**src/rtl/ser_pkg.sv**
```systemverilog
// Shared types and default parameter values for the arbitrated serializer.
package ser_pkg;

  typedef enum logic [1:0] {
    ST_IDLE  = 2'd0,
    ST_SHIFT = 2'd1,
    ST_GAP   = 2'd2
  } state_t;

  localparam int N_DEF   = 8;
  localparam int DIV_DEF = 1;
  localparam int GAP_DEF = 1;

endpackage

```
**src/rtl/rr_arb2.sv**
```systemverilog
// Two-request round-robin arbiter: combinational one-hot grant, pointer
// advances only when the granted request is accepted.
module rr_arb2 (
  input  logic       clk,
  input  logic       rst,
  input  logic [1:0] valid,
  input  logic       accept,
  output logic [1:0] grant
);

  // 1 means requester 1 won last, so requester 0 has priority on a tie.
  logic last_req1;

  // NOTE: combinational outputs get a default first so no path infers a latch.
  always_comb begin
    grant = 2'b00;
    case (valid)
      2'b01:   grant = 2'b01;
      2'b10:   grant = 2'b10;
      2'b11:   grant = last_req1 ? 2'b01 : 2'b10;
      default: grant = 2'b00;
    endcase
  end

  // NOTE: sequential state uses non-blocking assignments only.
  always_ff @(posedge clk) begin
    if (!rst) begin
      last_req1 <= 1'b1;
    end else if (accept) begin
      last_req1 <= grant[1];
    end
  end

endmodule

```
**src/rtl/ser_arb_ctrl.sv**
```systemverilog
// Arbitrates two word requesters and serializes the winning word MSB first,
// DIV clocks per bit, followed by GAP idle cycles.
module ser_arb_ctrl
  import ser_pkg::*;
#(
  parameter int N   = N_DEF,
  parameter int DIV = DIV_DEF,
  parameter int GAP = GAP_DEF
) (
  input  logic         clk,
  input  logic         rst,
  input  logic         req0_valid,
  input  logic [N-1:0] req0_data,
  output logic         req0_ready,
  input  logic         req1_valid,
  input  logic [N-1:0] req1_data,
  output logic         req1_ready,
  output logic         s_out,
  output logic         s_frame,
  output logic [1:0]   grant,
  output logic         done
);

  localparam int BW = $clog2(N + 1);
  localparam int DW = $clog2(DIV + 1);
  localparam int GW = $clog2(GAP + 1);

  state_t         state, state_next;
  logic [N-1:0]   shift_reg;
  logic [BW-1:0]  bit_cnt;
  logic [DW-1:0]  div_cnt;
  logic [GW-1:0]  gap_cnt;
  logic [1:0]     owner;
  logic [1:0]     arb_grant;
  logic [1:0]     ready_vec;
  logic           accept;
  logic           div_last, bit_last, gap_last;

  rr_arb2 u_arb (
    .clk    (clk),
    .rst    (rst),
    .valid  ({req1_valid, req0_valid}),
    .accept (accept),
    .grant  (arb_grant)
  );

  // Ready only in IDLE and never while reset is asserted.
  assign ready_vec  = (state == ST_IDLE && rst) ? arb_grant : 2'b00;
  assign accept     = |ready_vec;
  assign req0_ready = ready_vec[0];
  assign req1_ready = ready_vec[1];

  assign div_last = (div_cnt == DW'(DIV - 1));
  assign bit_last = (bit_cnt == BW'(N - 1));
  assign gap_last = (gap_cnt == GW'(GAP - 1));

  always_comb begin
    state_next = state;
    case (state)
      ST_IDLE:  if (accept) state_next = ST_SHIFT;
      ST_SHIFT: if (bit_last && div_last) state_next = ST_GAP;
      ST_GAP:   if (gap_last) state_next = ST_IDLE;
      default:  state_next = ST_IDLE;
    endcase
  end

  // NOTE: the shift register is plain datapath, but it is still cleared on reset
  // so an aborted word can never leak onto s_out.
  always_ff @(posedge clk) begin
    if (!rst) begin
      state     <= ST_IDLE;
      shift_reg <= '0;
      bit_cnt   <= '0;
      div_cnt   <= '0;
      gap_cnt   <= '0;
      owner     <= 2'b00;
    end else begin
      state <= state_next;
      case (state)
        ST_IDLE: begin
          bit_cnt <= '0;
          div_cnt <= '0;
          gap_cnt <= '0;
          if (accept) begin
            shift_reg <= ready_vec[1] ? req1_data : req0_data;
            owner     <= ready_vec;
          end
        end
        ST_SHIFT: begin
          if (div_last) begin
            div_cnt   <= '0;
            shift_reg <= {shift_reg[N-2:0], 1'b0};
            bit_cnt   <= bit_cnt + 1'b1;
          end else begin
            div_cnt <= div_cnt + 1'b1;
          end
        end
        ST_GAP:  gap_cnt <= gap_cnt + 1'b1;
        default: gap_cnt <= '0;
      endcase
    end
  end

  assign s_frame = (state == ST_SHIFT);
  assign s_out   = s_frame & shift_reg[N-1];
  assign grant   = s_frame ? owner : 2'b00;
  assign done    = (state == ST_GAP) && (gap_cnt == '0);

endmodule
```
**config.mk**
```make
export PLATFORM = sky130hd
export DESIGN_NAME = ser_arb_ctrl
export DESIGN_NICKNAME = d
export VERILOG_FILES = /design/src/rtl/ser_pkg.sv /design/src/rtl/rr_arb2.sv /design/src/rtl/ser_arb_ctrl.sv
export SDC_FILE = /design/constraint.sdc
export NUM_CORES = 1
export LEC_CHECK = 0
export ABC_AREA = 1
export CAP_MARGIN = 20
export CELL_PAD_IN_SITES_DETAIL_PLACEMENT = 1
export CELL_PAD_IN_SITES_GLOBAL_PLACEMENT = 2
export CORE_MARGIN = 8
export CORE_UTILIZATION = 26
export CTS_CLUSTER_DIAMETER = 30
export CTS_CLUSTER_SIZE = 16
export DETAILED_ROUTE_END_ITERATION = 10
export GPL_TIMING_DRIVEN = 0
export PLACE_DENSITY = 0.79
export RECOVER_POWER = 100
export SYNTH_ARGS = -nofsm -noshare
export SYNTH_HDL_FRONTEND = slang
export SYNTH_SLANG_ARGS = --single-unit
```
**constraint.sdc**
```tcl
create_clock -name clk -period 1.6 [get_ports clk]
set_clock_uncertainty 0.05 [all_clocks]
set_input_delay 0.16 -clock clk [delete_from_list [all_inputs] [get_ports clk]]
set_output_delay 0.16 -clock clk [all_outputs]
set_load 0.005 [all_outputs]
```
==> results by group <==
Cells and area
  – Final net count: between 200 and 250
  – N_diodes: 0
  – Non-filler instance count after layout: approximately 250
  – Layout cells sized above 1: 0.1600
  – Most common library cell in the layout ignoring fill and taps: sky130_fd_sc_hd__nand2_1
  – Combined area of the multi-input logic cells: ~660 um^2
  – Post-route standard cell area excluding fillers: approximately 1500 um^2
  – Core Util, Final: 0.3603
  – Area grow syn2layout: 35.84%
  – Storage cell area: about 370 um^2
  – Highest-count cells in the layout ignoring fill and taps: sky130_fd_sc_hd__nand2_1, sky130_fd_sc_hd__nor2_1, sky130_fd_sc_hd__clkdlybuf4s50_1
  – Flip-flop count of the largest register, all copies and words added: 8
  – Filler Cell Count: about 540

Power
  – Power per Cell Area: between 800 and 900 nW/um^2
  – Total Power: ~1300 uW
  – Largest vdd supply drop: 0.2549 mV
  – Static leakage: between 0.0007 and 0.0008 uW

STA
  – Fin crit share: 0.9509
  – Post-layout minimum cycle time: between 1500 and 2000 ps
  – Unrepaired setup endpoints after global routing: no
  – Slew at the pin closest to its max-slew limit: between 400 and 500 ps
  – Final setup vio count: 0
  – Final hold viol count: 0
  – Setup tns final: 0 ps
  – Maximum operating frequency: 0.6572 GHz
  – Tightest slew margin relative to the limit: 0.6857
  – Final slew viol count: 0

Global routing
  – Total routing resource utilization after global routing: 0.1045
  – Number of antenna violations at the first check in global routing: 0
  – Number of global-route vias before repair: around 1200
  – Pin count of the biggest net entering global routing: 11
  – Global-route wire length before repair: roughly 5600 um
  – Final global-route overflow total: 0

Worst setup path
  – Critical path fanouts, max: 10
  – Depth of the worst register-to-register path: 9
  – Worst Path Class, Setup: reg2out
  – Type of element capturing the critical path: primary output
  – Crit path required time: 1390 ps
  – CP max stage cell: sky130_fd_sc_hd__dfxtp_4
  – R2R Path End: shift_reg[1]$_SDFFE_PN0P_
  – Type of origin of the critical path: flop
  – Launch instance of the worst register-to-register path: state[1]$_SDFFE_PN0P_
  – Largest stage delay on the critical path: between 300 and 400 ps
  – Signal arrival time at the worst endpoint: 1310 ps
  – Setup slack of the most critical reg-to-reg path: roughly 220 ps
  – List of cells traversed by the critical path: inv_2, nand2_4, buf_6, nor2_1, dlygate4sd2_1

Floorplanning
  – Floorplan die width: 81.96 um
  – Row Count: 24
  – Ports: 27
  – Height of the die: around 82 um
  – Effective utilization at floorplan: 0.2653
  – Floorplan Core Area: between 4000 and 5000 um^2
  – Die outline area: between 6000 and 7000 um^2

Logic synthesis
  – Number of enable flip-flop cells after synthesis: 0
  – Synthesized flop and latch total: 18
  – Synthesis warning total: 0
  – Netlist cell types: 27
  – Synth Flop Type: sky130_fd_sc_hd__dfxtp_1
  – Number of cells produced by synthesis: between 150 and 200
  – Number of nets produced by synthesis: approximately 190
  – Fraction of the yosys area taken by sequential cells: 0.3186
  – Proportion of synthesized flip-flops having asynchronous set or reset: 0
  – Per-instance average area after synthesis: ~7 um^2
  – Cell area after technology mapping: approximately 1100 um^2

Clock tree
  – TritonCTS clock tree: yes
  – Later-pin clock latency in the skew report: 250 ps
  – Clock slew seen by the registers of the worst setup and hold paths: approximately 70 ps
  – Hold bufs inserted after CTS: 0
  – TritonCTS Sinks: 18
  – Root buf cell: sky130_fd_sc_hd__clkbuf_8
  – Maximum root-to-sink buffer count: 2
  – H-tree lvl count: 1
  – Num CTS Buffers: 3

Route
  – Remaining design rule violation count: 0
  – Number of routed nets with antenna violations: 0
  – Vias per cell: between 4 and 5
  – Initial DRT Pass Iterations: 4
  – Total Routed Length: 3243 um
  – Average wire per cell in the routed design: 12.87 um
  – DRT iter0 DRCs: 58
  – Vias: between 1000 and 1500

Place
  – Final estimated routing congestion in global placement: approximately 0.74
  – Instance area at placement: about 1500 um^2
  – Post-DP HPWL: approximately 2600 um
  – Number of cells in the design after placement: 244
  – I/O Buffers: 26

Worst hold path
  – Number of cells on the worst hold path: 3
  – Start point of the worst min-delay path: rst
  – Min-delay worst type: in2reg
  – Worst min-delay path endpoint: owner[0]$_SDFFE_PN0P_

Flow run
  – # Max-Cap Violations: 0

Status
  – Run status: completed
cell families (layout without fill, tap and decap cells):
logic type               after synthesis  after routing  share of synthesized area
AND/OR/NAND/NOR                       96             96                     0.4248
buffers and inverters                 26             60                     0.1040
AO/OA/AOI/OAI                         24             24                     0.1339
flip-flops                            18             18                     0.3186
adder cells (fa/ha/maj)                1              1                    0.01106
XOR/XNOR                               1              1                   0.007745
per-stage QoR:
| stage | hold WS (ps) | worst slack, ps |
|---|---|---|
| 2_1_floorplan | 251.0 | 368.6 |
| 6_report | 248.5 | 78.49 |
| 4_1_cts | 424.4 | 5.012 |
| 5_1_grt | 276.8 | 6.915 |
| 3_5_place_dp | 412.8 | -282.3 |
| 3_3_place_gp | 399.5 | -245.5 |
synthesized netlist by cell type, drive strengths merged (3+ instances only):
cell type	n	area, um^2
o21ai	8	40.03
o21bai	8	60.06
nor2	32	166.4
dfxtp	18	360.4
buf	4	35.03
nand2	45	191.4
nand3	10	62.56
nand3b	6	45.04
nor3	3	15.01
a21oi	4	20.02
inv	21	78.82
per-layer routing:
layer	global-route usage	vias to the layer above	routed length (um)
li1	-	589	-
met1	0.1166	527	1486
met2	0.1949	18	1650
met3	0.01532	2	72
met4	0.03684	0	34
met5	0	-	0
critical path, delay by kind of cell (launching register included):
kind	cells	cell delay, ps
buf+inv	3	510
flops	1	370
simple gates	2	180
layout make-up:
cell class                 instances  area share
timing repair buffer              33      0.1938
inverter                          21     0.05130
tap                               52     0.04235
buffer                             3     0.01466
clock buffer                       3     0.02687
sequential                        18      0.2394
multi-input combinational        122      0.4316
how the worst max path moves through the flow:
stage                                from                         to  slack (ps)  cells past startpoint
floorplan           state[1]$_SDFFE_PN0P_  shift_reg[1]$_SDFFE_PN0P_         370                      9
global placement                      rst                 req0_ready        -250                      4
detailed placement                    rst                 req0_ready        -280                      4
CTS                 state[1]$_SDFFE_PN0P_                   grant[0]           5                      6
global route        state[1]$_SDFFE_PN0P_                   grant[0]           7                      5
finish              state[1]$_SDFFE_PN0P_                   grant[0]          80                      5
power breakdown:
group	internal [uW]	switching (uW)	leakage (uW)
sequential	509	37.4	0.000149
combinational	218	271	0.000545
clock	167	145	0.0000216
total	894	453	0.000716
repair_timing:
item | in CTS | in global routing
setup endpoints to repair | 7 | 9
buffers inserted | 6 | 2
pin swaps | 2 | 6
resized for setup | 15 | 4
Note: power is estimated with default switching activity, not from simulation.
